--- config.mk ---
export PLATFORM = sky130hd
export DESIGN_NAME = pipe_hazard_unit
export DESIGN_NICKNAME = d
export VERILOG_FILES = /design/src/rtl/pipe_hazard_unit.sv
export SDC_FILE = /design/constraint.sdc
export NUM_CORES = 1
export LEC_CHECK = 0
export CORE_UTILIZATION = 30
export CTS_CLUSTER_DIAMETER = 80
export DETAILED_ROUTE_END_ITERATION = 6
export PLACE_DENSITY_LB_ADDON = 0.15
export SYNTH_ARGS = -nofsm -noshare
export SYNTH_HDL_FRONTEND = slang
export SYNTH_SLANG_ARGS = --single-unit
--- constraint.sdc ---
create_clock -name clk -period 2.7 [get_ports clk]
set_input_delay 0.27 -clock clk [delete_from_list [all_inputs] [get_ports clk]]
set_output_delay 0.27 -clock clk [all_outputs]
set_load 0.1 [all_outputs]
--- src/rtl/pipe_hazard_unit.sv ---
// Decode-stage hazard/issue controller: shift-register scoreboard of in-flight
// register and flag writers, RAW stall, taken-branch squash window, stall counter.
module pipe_hazard_unit #(
    parameter int DEPTH        = 3,
    parameter int FLUSH_CYCLES = 1,
    parameter int CNT_W        = 16
) (
    input  logic             clk,
    input  logic             rst,
    input  logic             dec_valid,
    input  logic             dec_uses_x,
    input  logic             dec_uses_y,
    input  logic [4:0]       dec_x_addr,
    input  logic [4:0]       dec_y_addr,
    input  logic             dec_rf_wr,
    input  logic [4:0]       dec_wb_addr,
    input  logic             dec_flag_rd,
    input  logic             dec_flag_wr,
    input  logic             ex_branch_taken,
    input  logic             stat_clr,
    output logic             nop,
    output logic             stall,
    output logic             flush_if,
    output logic [CNT_W-1:0] stall_count
);

    typedef enum logic {ST_RUN, ST_FLUSH} state_t;

    localparam bit         FLUSH_EN  = (FLUSH_CYCLES > 0);
    localparam logic [2:0] FCNT_INIT = 3'(FLUSH_EN ? FLUSH_CYCLES - 1 : 0);

    state_t           r_state;
    state_t           w_state_nxt;
    logic [2:0]       r_fcnt;
    logic [2:0]       w_fcnt_nxt;

    logic             r_sb_v    [DEPTH];
    logic [4:0]       r_sb_addr [DEPTH];
    logic             r_sb_f    [DEPTH];

    logic [CNT_W-1:0] r_stall_cnt;

    logic             w_x_any;
    logic             w_y_any;
    logic             w_f_any;
    logic             w_raw;
    logic             w_kill;
    logic             w_issue;

    // NOTE: every variable written in always_comb gets a default first, so no path can infer a latch.
    always_comb begin
        w_x_any = 1'b0;
        w_y_any = 1'b0;
        w_f_any = 1'b0;
        for (int i = 0; i < DEPTH; i++) begin
            w_x_any = w_x_any | (r_sb_v[i] & (r_sb_addr[i] == dec_x_addr));
            w_y_any = w_y_any | (r_sb_v[i] & (r_sb_addr[i] == dec_y_addr));
            w_f_any = w_f_any | r_sb_f[i];
        end
    end

    assign w_raw = dec_valid & ((dec_uses_x & w_x_any) |
                                (dec_uses_y & w_y_any) |
                                (dec_flag_rd & w_f_any));

    // A taken branch wins over a hazard: the stalled instruction is on the wrong path.
    assign w_kill   = ex_branch_taken | (r_state == ST_FLUSH);
    assign nop      = ~rst | ~dec_valid | w_kill | w_raw;
    assign stall    = rst & w_raw & ~w_kill;
    assign flush_if = rst & w_kill;
    assign w_issue  = dec_valid & ~nop;

    // NOTE: the scoreboard is a handful of flops, not a RAM, so it is reset;
    // stale valid bits after reset would cause phantom stalls.
    always_ff @(posedge clk) begin
        if (!rst) begin
            for (int i = 0; i < DEPTH; i++) begin
                r_sb_v[i]    <= 1'b0;
                r_sb_addr[i] <= 5'd0;
                r_sb_f[i]    <= 1'b0;
            end
        end else begin
            // NOTE: non-blocking assignments make every stage read the pre-edge value, giving a true shift.
            r_sb_v[0]    <= w_issue & dec_rf_wr;
            r_sb_addr[0] <= dec_wb_addr;
            r_sb_f[0]    <= w_issue & dec_flag_wr;
            for (int i = 1; i < DEPTH; i++) begin
                r_sb_v[i]    <= r_sb_v[i-1];
                r_sb_addr[i] <= r_sb_addr[i-1];
                r_sb_f[i]    <= r_sb_f[i-1];
            end
        end
    end

    always_ff @(posedge clk) begin
        if (!rst) begin
            r_state <= ST_RUN;
            r_fcnt  <= 3'd0;
        end else begin
            r_state <= w_state_nxt;
            r_fcnt  <= w_fcnt_nxt;
        end
    end

    // A new taken branch restarts the squash window even when already flushing.
    always_comb begin
        w_state_nxt = r_state;
        w_fcnt_nxt  = r_fcnt;
        if (ex_branch_taken && FLUSH_EN) begin
            w_state_nxt = ST_FLUSH;
            w_fcnt_nxt  = FCNT_INIT;
        end else if (r_state == ST_FLUSH) begin
            if (r_fcnt == 3'd0) begin
                w_state_nxt = ST_RUN;
            end else begin
                w_fcnt_nxt = r_fcnt - 3'd1;
            end
        end
    end

    always_ff @(posedge clk) begin
        if (!rst) begin
            r_stall_cnt <= '0;
        end else if (stat_clr) begin
            r_stall_cnt <= '0;
        end else if (stall && (r_stall_cnt != '1)) begin
            r_stall_cnt <= r_stall_cnt + 1'b1;
        end
    end

    assign stall_count = r_stall_cnt;

endmodule

# After elaboration in Yosys (flattened, before gate mapping)
# Memories as Yosys holds them, arrays and structs flattened.
# Cells that the tools add are included.
# op_classes
bitwise	42
n_eq_ne	7
muxes	14
add_sub_neg	2
n_reduce_logical	5
# op_table
cell	count
5-bit equality test	6
1-bit OR	21
16-bit by 1-bit adder with 16-bit output, second input constant	1
1-bit AND	16
16-bit != test, second input constant	1
5-bit 2-to-1 mux	3
1-bit 2-to-1 mux	11
1-bit NOT	5
2-bit OR reduction	2
3-bit logical NOT	1
3-bit by 1-bit subtractor with 3-bit output, second input constant	1
2-bit AND reduction	1
1-bit logical AND	1
# word_totals
ramBits	21
output_inout_bits	19
memories	3
elab_cells	76
register_bits	20
inputBits	25
# mem_list
name	words	word_bits	read_ports	rd_clocked_by_memory_dff	wr	line_no	source
r_sb_addr	3	5	3	0	3	38	logic [4:0] r_sb_addr [DEPTH];
r_sb_f	3	1	3	0	3	39	logic r_sb_f [DEPTH];
r_sb_v	3	1	3	0	3	37	logic r_sb_v [DEPTH];

# Depth between registers and ports, before layout
# Gate-level depths: netlist (run 1).
# depth
word_depth	13
depth_mapped	9
ltp_nobuf	8

# Least setup slack after synthesis (run 1)
# No wires, ideal clock.
# synth_path
path_kind	register to output
from	mem r_sb_addr[1][2], in the netlist r_sb_addr[0][7]
to	out stall
path_stages_with_launch	9
t_arrival_ns	2.638
n_path_buf	2
t_required_ns	2.430
path_slack_ns	-0.208
cell_sequence	dfxtp_1 > xor2_1 > nor4_1 > nand4_1 > nand4_1 > nor2_2 > buf_6 > buf_2 > nor2b_1
# synth_rtl
item	line_no	source
from (decl)	38	
to (decl)	22	output logic stall,

# Final worst setup path (run 1)
# layout_path
from	in dec_y_addr[2]
to	out stall
# layout_via
elab_chain_cells	10
elab_cells_between_ends	14
cone_classes	eq/ne (3); bitwise (11)
# layout_lines
item	line_no	source
from (decl)	14	input logic [4:0] dec_y_addr,
5-bit equality test	57	w_y_any = w_y_any | (r_sb_v[i] & (r_sb_addr[i] == dec_y_addr));
1-bit AND	57	
1-bit OR	57	
1-bit OR *	57	
1-bit AND *	63	(dec_uses_y & w_y_any) |
1-bit OR *	62	assign w_raw = dec_valid & ((dec_uses_x & w_x_any) |
1-bit OR *	63	
1-bit AND *	62	
1-bit AND * (2 in a row)	69	assign stall = rst & w_raw & ~w_kill;
# Every way passes the cells marked *; elsewhere a longest branch is shown, timed or not.

==> impl_metrics.csv, run 1 <==
group,metric,value,unit
routing,drt_first_pass_iters,4,
clock_tree,root_buffer,"clkbuf_8",
critical_path,rrSetupSlack,0.57,ns
routing,top_layer_used,"met4",
synthesis,seq_area_frac_synth,0.415,
synthesis,synth_cell_types,33,
layout,drive_gt1_frac,0.141,
critical_path,rr_endpoint,"stall_count[4]",
timing,setup_viol,0,
synthesis,synth_top_cell_by_area,"dfxtp_1",
timing,clock_skew,0.00570,ns
critical_path,start_kind,"input pin",
critical_path,crit_arrival,2.08,ns
clock_tree,post_cts_buffers,0,
synthesis,ys_ff_latch,41,
global_routing,antenna_found_initial,0,
timing,grt_setup_unrepaired,"no",
critical_path,path_max_fanout,36,
power,peakVddDrop,0.228,mV
layout,final_util,0.407,
timing,post-route-min-period,2.35,ns
critical_path,setup.worst_path.end_class,"output port",
clock_tree,cts_tree,"yes",
clock_tree,hold_buffers,0,
layout,diodes,0,
min_path,worstHoldPathType,"flop to flop",
synthesis,ys_warn_count,0,
run_status,outcome,"finished, final reports clean",
timing,finalHoldViolCount,0,
critical_path,reg2reg_depth,8,
clock_tree,cts_made_buffers,5,
clock_tree,cts_sinks,41,
clock_tree,path_clk_slew,0.08,ns
timing,tns,0,ns
layout,area_growth_syn_to_layout,30.5,%
clock_tree,cts_resized,0,
synthesis,postSynthNetCount,244,
synthesis,synth_common_cells,"41 x dfxtp_1, 24 x xor2_1, 20 x and2_1",
synthesis,netlist_instances,216,
global_routing,grt_pass1_vias,1655,
global_routing,grt_pass1_wl,7780,um
synthesis,synth.most_common_cell,"dfxtp_1",
routing,wl_per_cell,13.0,um
place,gp_congestion,0.814,
place,hpwl,3290,um
synthesis,synth_top_area_frac,0.415,
synthesis,synth-edff-count,0,
global_routing,track_usage,0.139,
critical_path,crit_type,"input pin to output port",
routing,drc,0,
floorplan,pin_count,44,
timing,fmax,425,MHz
floorplan,die_y,83.2,um
min_path,hold_path.startpoint,"r_sb_f[0][1]",
layout,fillers,651,
timing,tightest_slew,0.405,ns
synthesis,syn_area,1980,um2
floorplan,die_w,83.2,um
place,port-buffer-count,43,
timing,period_share,0.871,
global_routing,grt_max_degree,37,
floorplan,dieArea,6930,um2
critical_path,r2r_start,"stall_count[0]",
clock_tree,cts_buffer_depth,2,
clock_tree,htreeDepth,2,
timing,slew_violations,0,
floorplan,initial_core_util,0.312,
global_routing,grt_overflow,0,
min_path,min_to,"r_sb_f[0][2]",
run,maxCapViolations,0,
synthesis,synthTopCellsByArea,"dfxtp_1 41%, xor2_1 11%, and2_1 6.3%",
routing,wl_met3,252,um
clock_tree,clkLatencyLatePin,0.29,ns
routing,ant_nets,0,
critical_path,critPathMaxStageDelay,0.48,ns
power,power_density,450,nW/um2
floorplan,core_area,6350,um2
layout,final_cells,339,
routing,drt_wl_total,4410,um
routing,drt-met1-wl,2210,um
critical_path,cp.required,2.43,ns
layout,fin_nets,289,
critical_path,critPathSlowestCell,"clkdlybuf4s50_1",
critical_path,path_cells,"clkdlybuf4s50_1 > xor2_1 > nor4_1 > nand4_1 > nand4_1 > nor2_2 > buf_12 > nor2b_2 > buf_12",
synthesis,async_reset_ff_frac,0,
synthesis,synth.avg_cell_area,9.16,um2
power,leakagePower,0.973,nW
floorplan,rows,29,
routing,drtIter0Drc,68,
min_path,hold_depth,1,
routing,viasPerCell,4.94,
timing,max_slew_margin,0.730,
routing,wl_met2,1900,um
place,dp.cells,331,
synthesis,ys.flop_type,"dfxtp_1",
routing,via_count,1674,
[critical path: cells and delay by family]
family	cells	cell delay [ns]
XOR/XNOR	1	0.17
AND/OR/NAND/NOR	5	0.82
buffers and inverters	3	0.82
[worst max path at each step]
stage / startpoint / to / cells past startpoint
floorplan: stall_count[1] / stall_count[9] / 9
global route: dec_x_addr[3] / stall / 9
detailed placement: dec_y_addr[2] / stall_count[3] / 9
CTS: dec_y_addr[3] / stall / 9
finish: dec_y_addr[2] / stall / 9
global placement: dec_y_addr[3] / stall_count[15] / 9
[cell usage in the layout (no fill, tap or decap), types with 3 or more instances in the layout]
master / instances
clkdlybuf4s50_1: 24
clkbuf_8: 5
or3_1: 11
a21oi_1: 12
nand3_1: 5
or4_1: 6
o21a_1: 4
dfxtp_1: 41
and3_1: 6
nor4_1: 6
nand4_1: 14
o31ai_1: 6
nand2_1: 8
o21ai_0: 8
nor2_1: 4
xor2_1: 24
ha_1: 3
buf_12: 4
buf_4: 19
and2_1: 20
o211ai_1: 3
inv_1: 4
xnor2_1: 7
[registers in the layout (all words and copies together) (netlist names)]
| name | cells |
|---|---|
| stall_count | 16 |
| r_sb_addr | 15 |
| r_fcnt | 3 |
| r_sb_f | 3 |
| r_sb_v | 3 |
| r_state | 1 |
[where the power goes]
| part | switching [W] | leakage, nW | internal [W] |
|---|---|---|---|
| Clock | 0.000222 | 0.0374 | 0.000182 |
| Combinational | 0.0000620 | 0.603 | 0.0000696 |
| Sequential | 0.0000114 | 0.333 | 0.000615 |
| Total | 0.000295 | 0.973 | 0.000867 |
[final cells by class]
class / instances / area (um2) / share of cell area
well taps: 77 / 96.3 / 0.0373
clock buffers: 6 / 72.6 / 0.0281
flip-flops and latches: 41 / 821 / 0.318
inverters: 5 / 18.8 / 0.00726
repair buffers: 47 / 463 / 0.179
multi-input cells: 161 / 1100 / 0.425
clock inverters: 2 / 15.0 / 0.00581
[metal layers]
layer  vias up  GRT usage
met4         0     0.0470
met2        37      0.218
li1        857          -
met5         -          0
met3         5     0.0398
met1       775      0.182
[stage by stage]
step	setup WS [ns]	total power, W	area (um2)	hold slack (ns)
6_report	0.348	0.00116	2580	0.465
5_1_grt	0.211	0.00121	2580	0.486
4_1_cts	0.315	0.00118	2580	0.472
3_5_place_dp	0.220	0.000774	2500	0.451
3_3_place_gp	0.219	0.000775	2500	0.440
2_1_floorplan	0.0945	0.000704	1980	0.392
[cells by family (layout without fill, tap and decap cells)]
group | after synthesis | after routing | synth area share
buf+inv | 14 | 60 | 0.0322
compound gates | 35 | 35 | 0.107
flops | 41 | 41 | 0.415
simple gates | 92 | 92 | 0.290
fa+ha+maj | 3 | 3 | 0.0190
xor+xnor | 31 | 31 | 0.137
Note: power is estimated with default switching activity, not from simulation.
==> inputs of run 2 (changes only) <==
--- a/config.mk
+++ b/config.mk
@@ -5,6 +5,7 @@
 export SDC_FILE = /design/constraint.sdc
 export NUM_CORES = 1
 export LEC_CHECK = 0
+export CORE_MARGIN = 2
 export CORE_UTILIZATION = 30
 export CTS_CLUSTER_DIAMETER = 80
 export DETAILED_ROUTE_END_ITERATION = 6
==> run 2 against run 1 <==
Against the previous run: clock skew up 0.0018 ns; die area rose by 4.9%; first-iteration DRC count rose by 8.8%; combinational power is essentially flat; clock power increased by 1%; utilization barely moved; via count decreased by 0.84%; non-clock buffer count did not move; count of clock-buffer cells in the layout is the same; largest cell class unchanged; highest routed layer unchanged.
==> impl_metrics.csv, run 2 (synthesized netlist as in run 1, its figures left out) <==
group,metric,value,unit
run_status,outcome,"finished, final reports clean",
floorplan,core_area,6350,um2
layout,design_area,2590,um2
place,port-buffer-count,43,
clock_tree,cts_buffer_depth,2,
place,dpl_cell_area,2500,um2
clock_tree,cts_tree,"yes",
critical_path,path_max_fanout,36,
clock_tree,htreeDepth,2,
layout,layout_commonest_cell,"dfxtp_1",
floorplan,die_w,85.2,um
timing,clock_skew,0.00755,ns
power,power_frac_clock,0.351,
power,power.switching,0.000282,W
critical_path,setup.worst_path.end_class,"output port",
clock_tree,cts_made_buffers,5,
run,maxCapViolations,0,
place,hpwl,3350,um
clock_tree,path_clk_slew,0.08,ns
timing,finalHoldViolCount,0,
layout,diodes,0,
layout,mostFrequentLayoutCells,"41 x dfxtp_1, 24 x xor2_1, 24 x clkdlybuf4s50_1",
floorplan,dieArea,7260,um2
timing,max_slew_margin,0.724,
global_routing,grt_overflow,0,
timing,fmax,428,MHz
routing,viasPerCell,4.91,
global_routing,track_usage,0.135,
routing,ant_nets,0,
layout,final_util,0.407,
critical_path,cp.required,2.43,ns
global_routing,grt_pass1_vias,1626,
clock_tree,cts_resized,0,
global_routing,antenna_found_initial,0,
routing,drtIter0Drc,74,
timing,slew_violations,0,
global_routing,grt_pass1_wl,7830,um
routing,drt_first_pass_iters,4,
floorplan,rows,29,
power,power_density,452,nW/um2
place,gp_congestion,0.850,
clock_tree,hold_buffers,0,
critical_path,crit_arrival,2.07,ns
routing,drc,0,
clock_tree,root_buffer,"clkbuf_8",
layout,largest_reg_flops,16,
timing,tns,0,ns
power,p_int,0.000887,W
power,leakagePower,0.979,nW
power,sequentialPowerShare,0.536,
critical_path,rrSetupSlack,0.56,ns
floorplan,pin_count,44,
floorplan,initial_core_util,0.312,
routing,wl_per_cell,13.2,um
routing,via_count,1660,
timing,period_share,0.866,
min_path,worstHoldPathType,"flop to flop",
layout,area_growth_syn_to_layout,30.7,%
power,p_sw_frac,0.241,
layout,fin_nets,289,
clock_tree,post_cts_buffers,0,
power,combPwrFrac,0.113,
layout,drive_gt1_frac,0.142,
timing,post-route-min-period,2.34,ns
floorplan,die_y,85.2,um
global_routing,grt_max_degree,37,
critical_path,start_kind,"input pin",
clock_tree,clkLatencyLatePin,0.29,ns
timing,setup_viol,0,
critical_path,crit_type,"input pin to output port",
timing,grt_setup_unrepaired,"no",
timing,tightest_slew,0.413,ns
clock_tree,cts_sinks,41,
routing,drt_wl_total,4460,um
power,peakVddDrop,0.227,mV
## run 2: path summary, 6_finish.rpt
kind	startpoint	end	cells after the start
worst max-delay path	dec_y_addr[3]	stall	9
worst min-delay path	r_sb_f[0][1]	r_sb_f[0][2]	1
worst max register to register	stall_count[0]	stall_count[4]	8
worst min register to register	r_sb_f[0][1]	r_sb_f[0][2]	1
## run 2: layout make-up
cell class | count | area, um2
clock buffers | 6 | 82.6
fillers | 646 | 3760
multi-input cells | 161 | 1100
inverters | 5 | 18.8
repair buffers | 47 | 463
flip-flops and latches | 41 | 821
well taps | 77 | 96.3
clock inverters | 1 | 7.51
## run 2: power by group through the flow
stage	logic, W	registers [W]	clock network, W
2_1_floorplan	0.0000653	0.000638	0
3_3_place_gp	0.000134	0.000641	0
3_5_place_dp	0.000133	0.000641	0
4_1_cts	0.000134	0.000627	0.000425
5_1_grt	0.000144	0.000629	0.000450
6_report	0.000132	0.000627	0.000410
## run 2: stage by stage
stage	instances	total power, W	hold WS [ns]	setup slack [ns]
after floorplan	216	0.000704	0.392	0.0945
after global placement	331	0.000775	0.441	0.250
after detailed placement	331	0.000774	0.457	0.244
after CTS	338	0.00119	0.476	0.347
after global routing	338	0.00122	0.487	0.242
final	338	0.00117	0.470	0.362
## run 2: critical path, stage by stage
cell and delay (ns):
clkdlybuf4s50_1 0.49, xor2_1 0.18, nor4_1 0.33, nand4_1 0.13
nand3_1 0.11, nor2_2 0.06, buf_12 0.16, nor2b_2 0.16
buf_12 0.19
## run 2: layer usage
metal | GRT usage | vias to the layer above | wire length, um
met2 | 0.200 | 43 | 1880
met4 | 0.0390 | 0 | 58
met5 | 0 | - | 0
met1 | 0.193 | 753 | 2240
met3 | 0.0370 | 6 | 284
li1 | - | 858 | -
